`config.mk`:
```
export PLATFORM = sky130hd
export DESIGN_NAME = seq_divider_flat
export DESIGN_NICKNAME = d
export VERILOG_FILES = /design/src/rtl/seq_divider_if.sv /design/src/rtl/seq_divider.sv /design/src/flat_wrapper.sv
export SDC_FILE = /design/constraint.sdc
export NUM_CORES = 1
export LEC_CHECK = 0
export ABC_CLOCK_PERIOD_IN_PS = 2350
export CELL_PAD_IN_SITES_DETAIL_PLACEMENT = 0
export CELL_PAD_IN_SITES_GLOBAL_PLACEMENT = 1
export CORE_MARGIN = 3
export CORE_UTILIZATION = 35
export DETAILED_ROUTE_END_ITERATION = 12
export PLACE_DENSITY_LB_ADDON = 0.12
export SLEW_MARGIN = 5
export SYNTH_ARGS = -nofsm -noshare
export SYNTH_HDL_FRONTEND = slang
export SYNTH_SLANG_ARGS = --single-unit
```
`constraint.sdc`:
```
create_clock -name clk -period 2.35 [get_ports clk]
set_input_delay 0.235 -clock clk [delete_from_list [all_inputs] [get_ports clk]]
set_output_delay 0.235 -clock clk [all_outputs]
set_load 0.02 [all_outputs]
```
`src/rtl/seq_divider_if.sv`:
```
// Request/result bundle for seq_divider: start with operands in, busy/done with results out.
interface seq_divider_if #(
  parameter int WIDTH = 4
);
  logic             start;
  logic [WIDTH-1:0] x;
  logic [WIDTH-1:0] y;
  logic             busy;
  logic             done;
  logic [WIDTH-1:0] q;
  logic [WIDTH-1:0] r;
  logic             dz;

  modport master (output start, x, y, input busy, done, q, r, dz);
  modport slave  (input start, x, y, output busy, done, q, r, dz);
endinterface

```
`src/rtl/seq_divider.sv`:
```
// Restoring unsigned divider, one quotient bit per clock; done pulses WIDTH cycles after accept (next cycle for y=0).
// No backpressure: start is taken only while idle (including the done cycle) and ignored while busy.
module seq_divider #(
  parameter int WIDTH = 4
) (
  input  logic          clk,
  input  logic          rst,
  seq_divider_if.slave  bus
);
  localparam int CW = (WIDTH > 2) ? $clog2(WIDTH) : 1;

  typedef enum logic {IDLE, RUN} state_t;

  state_t           state_q, state_d;
  logic [CW-1:0]    cnt_q, cnt_d;
  logic [WIDTH-1:0] pr_q, pr_d;
  logic [WIDTH-1:0] dvd_q, dvd_d;
  logic [WIDTH-1:0] div_q, div_d;
  logic [WIDTH-1:0] quo_q, quo_d;
  logic [WIDTH-1:0] rem_q, rem_d;
  logic             busy_q, busy_d;
  logic             done_q, done_d;
  logic             dz_q, dz_d;

  logic [WIDTH:0]   trial;
  logic [WIDTH:0]   diff;
  logic             borrow;
  logic [WIDTH-1:0] nxt_pr;
  logic [WIDTH-1:0] nxt_dvd;

  always_comb begin
    // The dividend register doubles as the quotient accumulator: bits shift out the top, quotient bits in the bottom.
    trial   = {pr_q, dvd_q[WIDTH-1]};
    diff    = trial - {1'b0, div_q};
    borrow  = diff[WIDTH];
    nxt_pr  = borrow ? trial[WIDTH-1:0] : diff[WIDTH-1:0];
    nxt_dvd = {dvd_q[WIDTH-2:0], ~borrow};

    state_d = state_q;
    cnt_d   = cnt_q;
    pr_d    = pr_q;
    dvd_d   = dvd_q;
    div_d   = div_q;
    quo_d   = quo_q;
    rem_d   = rem_q;
    busy_d  = busy_q;
    done_d  = 1'b0;
    dz_d    = dz_q;

    case (state_q)
      IDLE: begin
        if (bus.start) begin
          dz_d = 1'b0;
          if (bus.y == '0) begin
            quo_d  = '1;
            rem_d  = bus.x;
            dz_d   = 1'b1;
            done_d = 1'b1;
          end else begin
            state_d = RUN;
            busy_d  = 1'b1;
            cnt_d   = CW'(WIDTH - 1);
            pr_d    = '0;
            dvd_d   = bus.x;
            div_d   = bus.y;
          end
        end
      end
      RUN: begin
        pr_d  = nxt_pr;
        dvd_d = nxt_dvd;
        cnt_d = cnt_q - CW'(1);
        if (cnt_q == '0) begin
          state_d = IDLE;
          busy_d  = 1'b0;
          done_d  = 1'b1;
          quo_d   = nxt_dvd;
          rem_d   = nxt_pr;
        end
      end
      default: state_d = IDLE;
    endcase
  end

  always_ff @(posedge clk or posedge rst) begin
    if (rst) begin
      state_q <= IDLE;
      cnt_q   <= '0;
      pr_q    <= '0;
      dvd_q   <= '0;
      div_q   <= '0;
      quo_q   <= '0;
      rem_q   <= '0;
      busy_q  <= 1'b0;
      done_q  <= 1'b0;
      dz_q    <= 1'b0;
    end else begin
      state_q <= state_d;
      cnt_q   <= cnt_d;
      pr_q    <= pr_d;
      dvd_q   <= dvd_d;
      div_q   <= div_d;
      quo_q   <= quo_d;
      rem_q   <= rem_d;
      busy_q  <= busy_d;
      done_q  <= done_d;
      dz_q    <= dz_d;
    end
  end

  assign bus.busy = busy_q;
  assign bus.done = done_q;
  assign bus.q    = quo_q;
  assign bus.r    = rem_q;
  assign bus.dz   = dz_q;
endmodule

```
`src/flat_wrapper.sv`:
```
// flat-port wrapper written by rule: the top's interface ports become plain ports
module seq_divider_flat 
#(
  parameter int WIDTH = 4
)
  (clk, rst, bus_start, bus_x, bus_y, bus_busy, bus_done, bus_q, bus_r, bus_dz);
  seq_divider_if #(.WIDTH(WIDTH)) bus_i ();
  input  logic clk;
  input  logic rst;
  input wire logic [$bits(bus_i.start)-1:0] bus_start;
  input wire logic [$bits(bus_i.x)-1:0] bus_x;
  input wire logic [$bits(bus_i.y)-1:0] bus_y;
  output wire logic [$bits(bus_i.busy)-1:0] bus_busy;
  output wire logic [$bits(bus_i.done)-1:0] bus_done;
  output wire logic [$bits(bus_i.q)-1:0] bus_q;
  output wire logic [$bits(bus_i.r)-1:0] bus_r;
  output wire logic [$bits(bus_i.dz)-1:0] bus_dz;
  assign bus_i.start = bus_start;
  assign bus_i.x = bus_x;
  assign bus_i.y = bus_y;
  assign bus_busy = bus_i.busy;
  assign bus_done = bus_i.done;
  assign bus_q = bus_i.q;
  assign bus_r = bus_i.r;
  assign bus_dz = bus_i.dz;
  seq_divider #(.WIDTH(WIDTH)) u_core (.clk(clk), .rst(rst), .bus(bus_i));
endmodule
```
==> reports/metrics.yaml <==
layout:
  fin_nets: 186
  drive_gt1_share_pct: 8.93
  area_growth_pct: 24.5
  fill_cells: 381
  finish.utilization_pct: 45.8
  diodes: 0
setup_path:
  rr_startpoint: "u_core.dvd_q[3]"
  arrival_ns: 2.23
  reg2reg_slack_ns: 0.25
  path_max_fanout: 6
  path_class: "flip-flop to flip-flop"
  start_kind: "flip-flop"
  crit_required_ns: 2.49
  rr_worst_depth: 8
  r2r_end: "u_core.bus.r[3]"
  crit_path_end_kind: "flip-flop"
power_and_ir_drop:
  power.density_nw_per_um2: 1500
  p_leak_nw: 0.741
  finalPower_w: 0.00255
  peakVddDrop_mv: 0.550
cts:
  root_buffer: "clkbuf_8"
  cts_buffers: 3
  holdBufCountCts: 0
  path_clk_slew_ns: 0.10
  post_cts_buffers: 0
  cts_buffer_depth: 2
  cts_htree_levels: 1
  cts.sinks: 26
  postCtsResizedCells: 0
  clk_latency_ns: 0.27
  cts_tree: "done"
synth:
  synth_top_area_share_pct: 47.6
  synthCells: 146
  ys_warn_count: 0
  synth.area.top_cells: "dfrtp_1 48%, nor2_1 4.7%, ha_1 4.6%"
  yosys.area.top_type: "dfrtp_1"
  netlist_area_sq_um: 1370
  seq_area_frac_synth_pct: 47.6
  avgSynthCellArea_sq_um: 9.36
  ys_ff_latch: 26
  synthDistinctLibCells: 38
  syn_nets: 163
grt:
  grt_antenna_before_repair: 0
  first_global_vias: 1072
  grt_max_degree: 27
  grt_use_total_pct: 15.6
  gr-total-overflow: 0
  grt_pass1_wl_microns: 5360
timing:
  hold_viol: 0
  fin_skew_ns: 0.00381
  fin_hold_ws_ns: 0.315
  max_freq_mhz: 477
  rsz0062_at_grt: "false"
  setup_tns_ns: 0
  period_share_pct: 89.2
  max_slew_margin_pct: 70.7
  worstMarginPinSlew_ns: 0.438
  slew_violations: 0
  setup_viol: 0
  fin_crit_ns: 2.10
placed_design:
  gp_congestion: 0.743
  port_buffers: 21
  dp_hpwl_microns: 2330
outcome:
  outcome: "completed"
drt:
  firstDrtPassIters: 4
  drt_wl_total_microns: 3160
  vias_per_cell: 5.06
  vias: 1092
  wl_per_cell_microns: 14.6
  postRouteAntennaNets: 0
  post-route-drc-count: 0
  first_iter_violations: 94
floorplan:
  start_util_pct: 36.8
  core_sq_um: 3720
  die_area_sq_um: 4690
  rows: 22
  die_height_microns: 68.5
  die_w_microns: 68.5
  pin_count: 22
run:
  drv_cap: 0
min_path:
  hold_path_class: "input pin to async pin"
## through the flow
stage	cells	worst slack (ns)	area [sq um]
floorplan	146	0.330	1370
global placement	212	0.212	1630
detailed placement	212	0.192	1630
CTS	216	0.243	1700
global route	216	0.0644	1700
finish	216	0.254	1700
## worst max-delay path by stage
stage / startpoint / endpoint / slack, ns / cells past startpoint
after CTS: u_core.dvd_q[3] / u_core.bus.r[3] / 0.24 / 8
final: u_core.dvd_q[3] / u_core.bus.r[3] / 0.25 / 8
after global placement: bus_y[3] / u_core.bus.r[2] / 0.21 / 6
after global routing: u_core.dvd_q[3] / u_core.bus.r[3] / 0.06 / 8
after floorplan: u_core.dvd_q[3] / u_core.bus.r[2] / 0.33 / 7
after detailed placement: bus_y[3] / u_core.bus.r[2] / 0.19 / 6
## critical path: stages, from the launching register on
cell and delay [ns]:
dfrtp_1 0.37, inv_1 0.07, ha_1 0.20, fa_1 0.40, nand2b_1 0.17, a21oi_2 0.24, xor2_1 0.24, nand2b_1 0.16
a41oi_1 0.12
## layer usage
layer	global-route usage, %	vias to the layer above	wire length [microns]	part of all wire, %
met1	21.8	533	1560	49
li1	-	545	-	-
met2	24.7	12	1480	47
met3	2.46	2	102	3.2
met5	0	-	0	0
met4	4.47	0	18	0.57
## synthesized netlist by cell type (all sizes together)
library cell,n
a211o,3
a211oi,2
a21oi,11
a31oi,3
a41oi,3
and2,3
buf,1
clkbuf,5
clkinv,1
dfrtp,26
fa,1
ha,5
inv,12
mux2,1
nand2,16
nand2b,7
nand3,3
nand3b,2
nand4,1
nand4b,1
nor2,17
nor3,2
o211ai,2
o21ai,9
o21bai,1
o22ai,1
o32a,1
or2,1
or3,1
or4,1
xnor2,1
xor2,2
## flip-flops by register name (all words and copies together) (netlist names)
name and count:
u_core.bus.q 4, u_core.bus.r 4, u_core.div_q 4, u_core.dvd_q 4, u_core.pr_q 4, u_core.cnt_q 2, u_core.bus.busy 1, u_core.bus.done 1
u_core.bus.dz 1, u_core.state_q 1
## cell families after synthesis
| kind of cell | share of synthesized area, % |
|---|---|
| buffers and inverters | 5.77 |
| and+or+nand+nor | 20.2 |
| xor gates and xnor gates | 1.92 |
| DFF | 47.6 |
| muxes | 0.824 |
| adders and majority gates | 6.04 |
| AOI/OAI and AO/OA | 17.6 |
## power by group
group	total, W	internal, W	switching (W)
Clock	0.000378	0.000228	0.000150
Combinational	0.00136	0.000608	0.000748
Sequential	0.000816	0.000655	0.000161
## final cells by class
| class | count | area (sq um) | area share [%] |
|---|---|---|---|
| inverter | 13 | 48.8 | 2.87 |
| sequential | 26 | 651 | 38.3 |
| timing repair buffer | 24 | 233 | 13.7 |
| multi-input combinational | 101 | 637 | 37.5 |
| tap | 48 | 60.1 | 3.53 |
| clock inverter | 1 | 30.0 | 1.77 |
| clock buffer | 3 | 41.3 | 2.43 |
## layout by cell type, fill, tap and decap left out, types with 3 or more instances in the layout
cell type	netlist	routed
a21oi_1	10	10
a31oi_1	3	3
o21ai_0	7	7
a211o_1	3	3
ha_1	5	5
buf_4	0	3
nand2_1	15	15
clkbuf_8	0	3
dfrtp_1	26	26
nand2b_1	7	7
nand3_1	3	3
nor2_1	17	17
clkdlybuf4s50_1	0	21
inv_1	12	12
No activity file was read; power rests on OpenSTA's default activity.
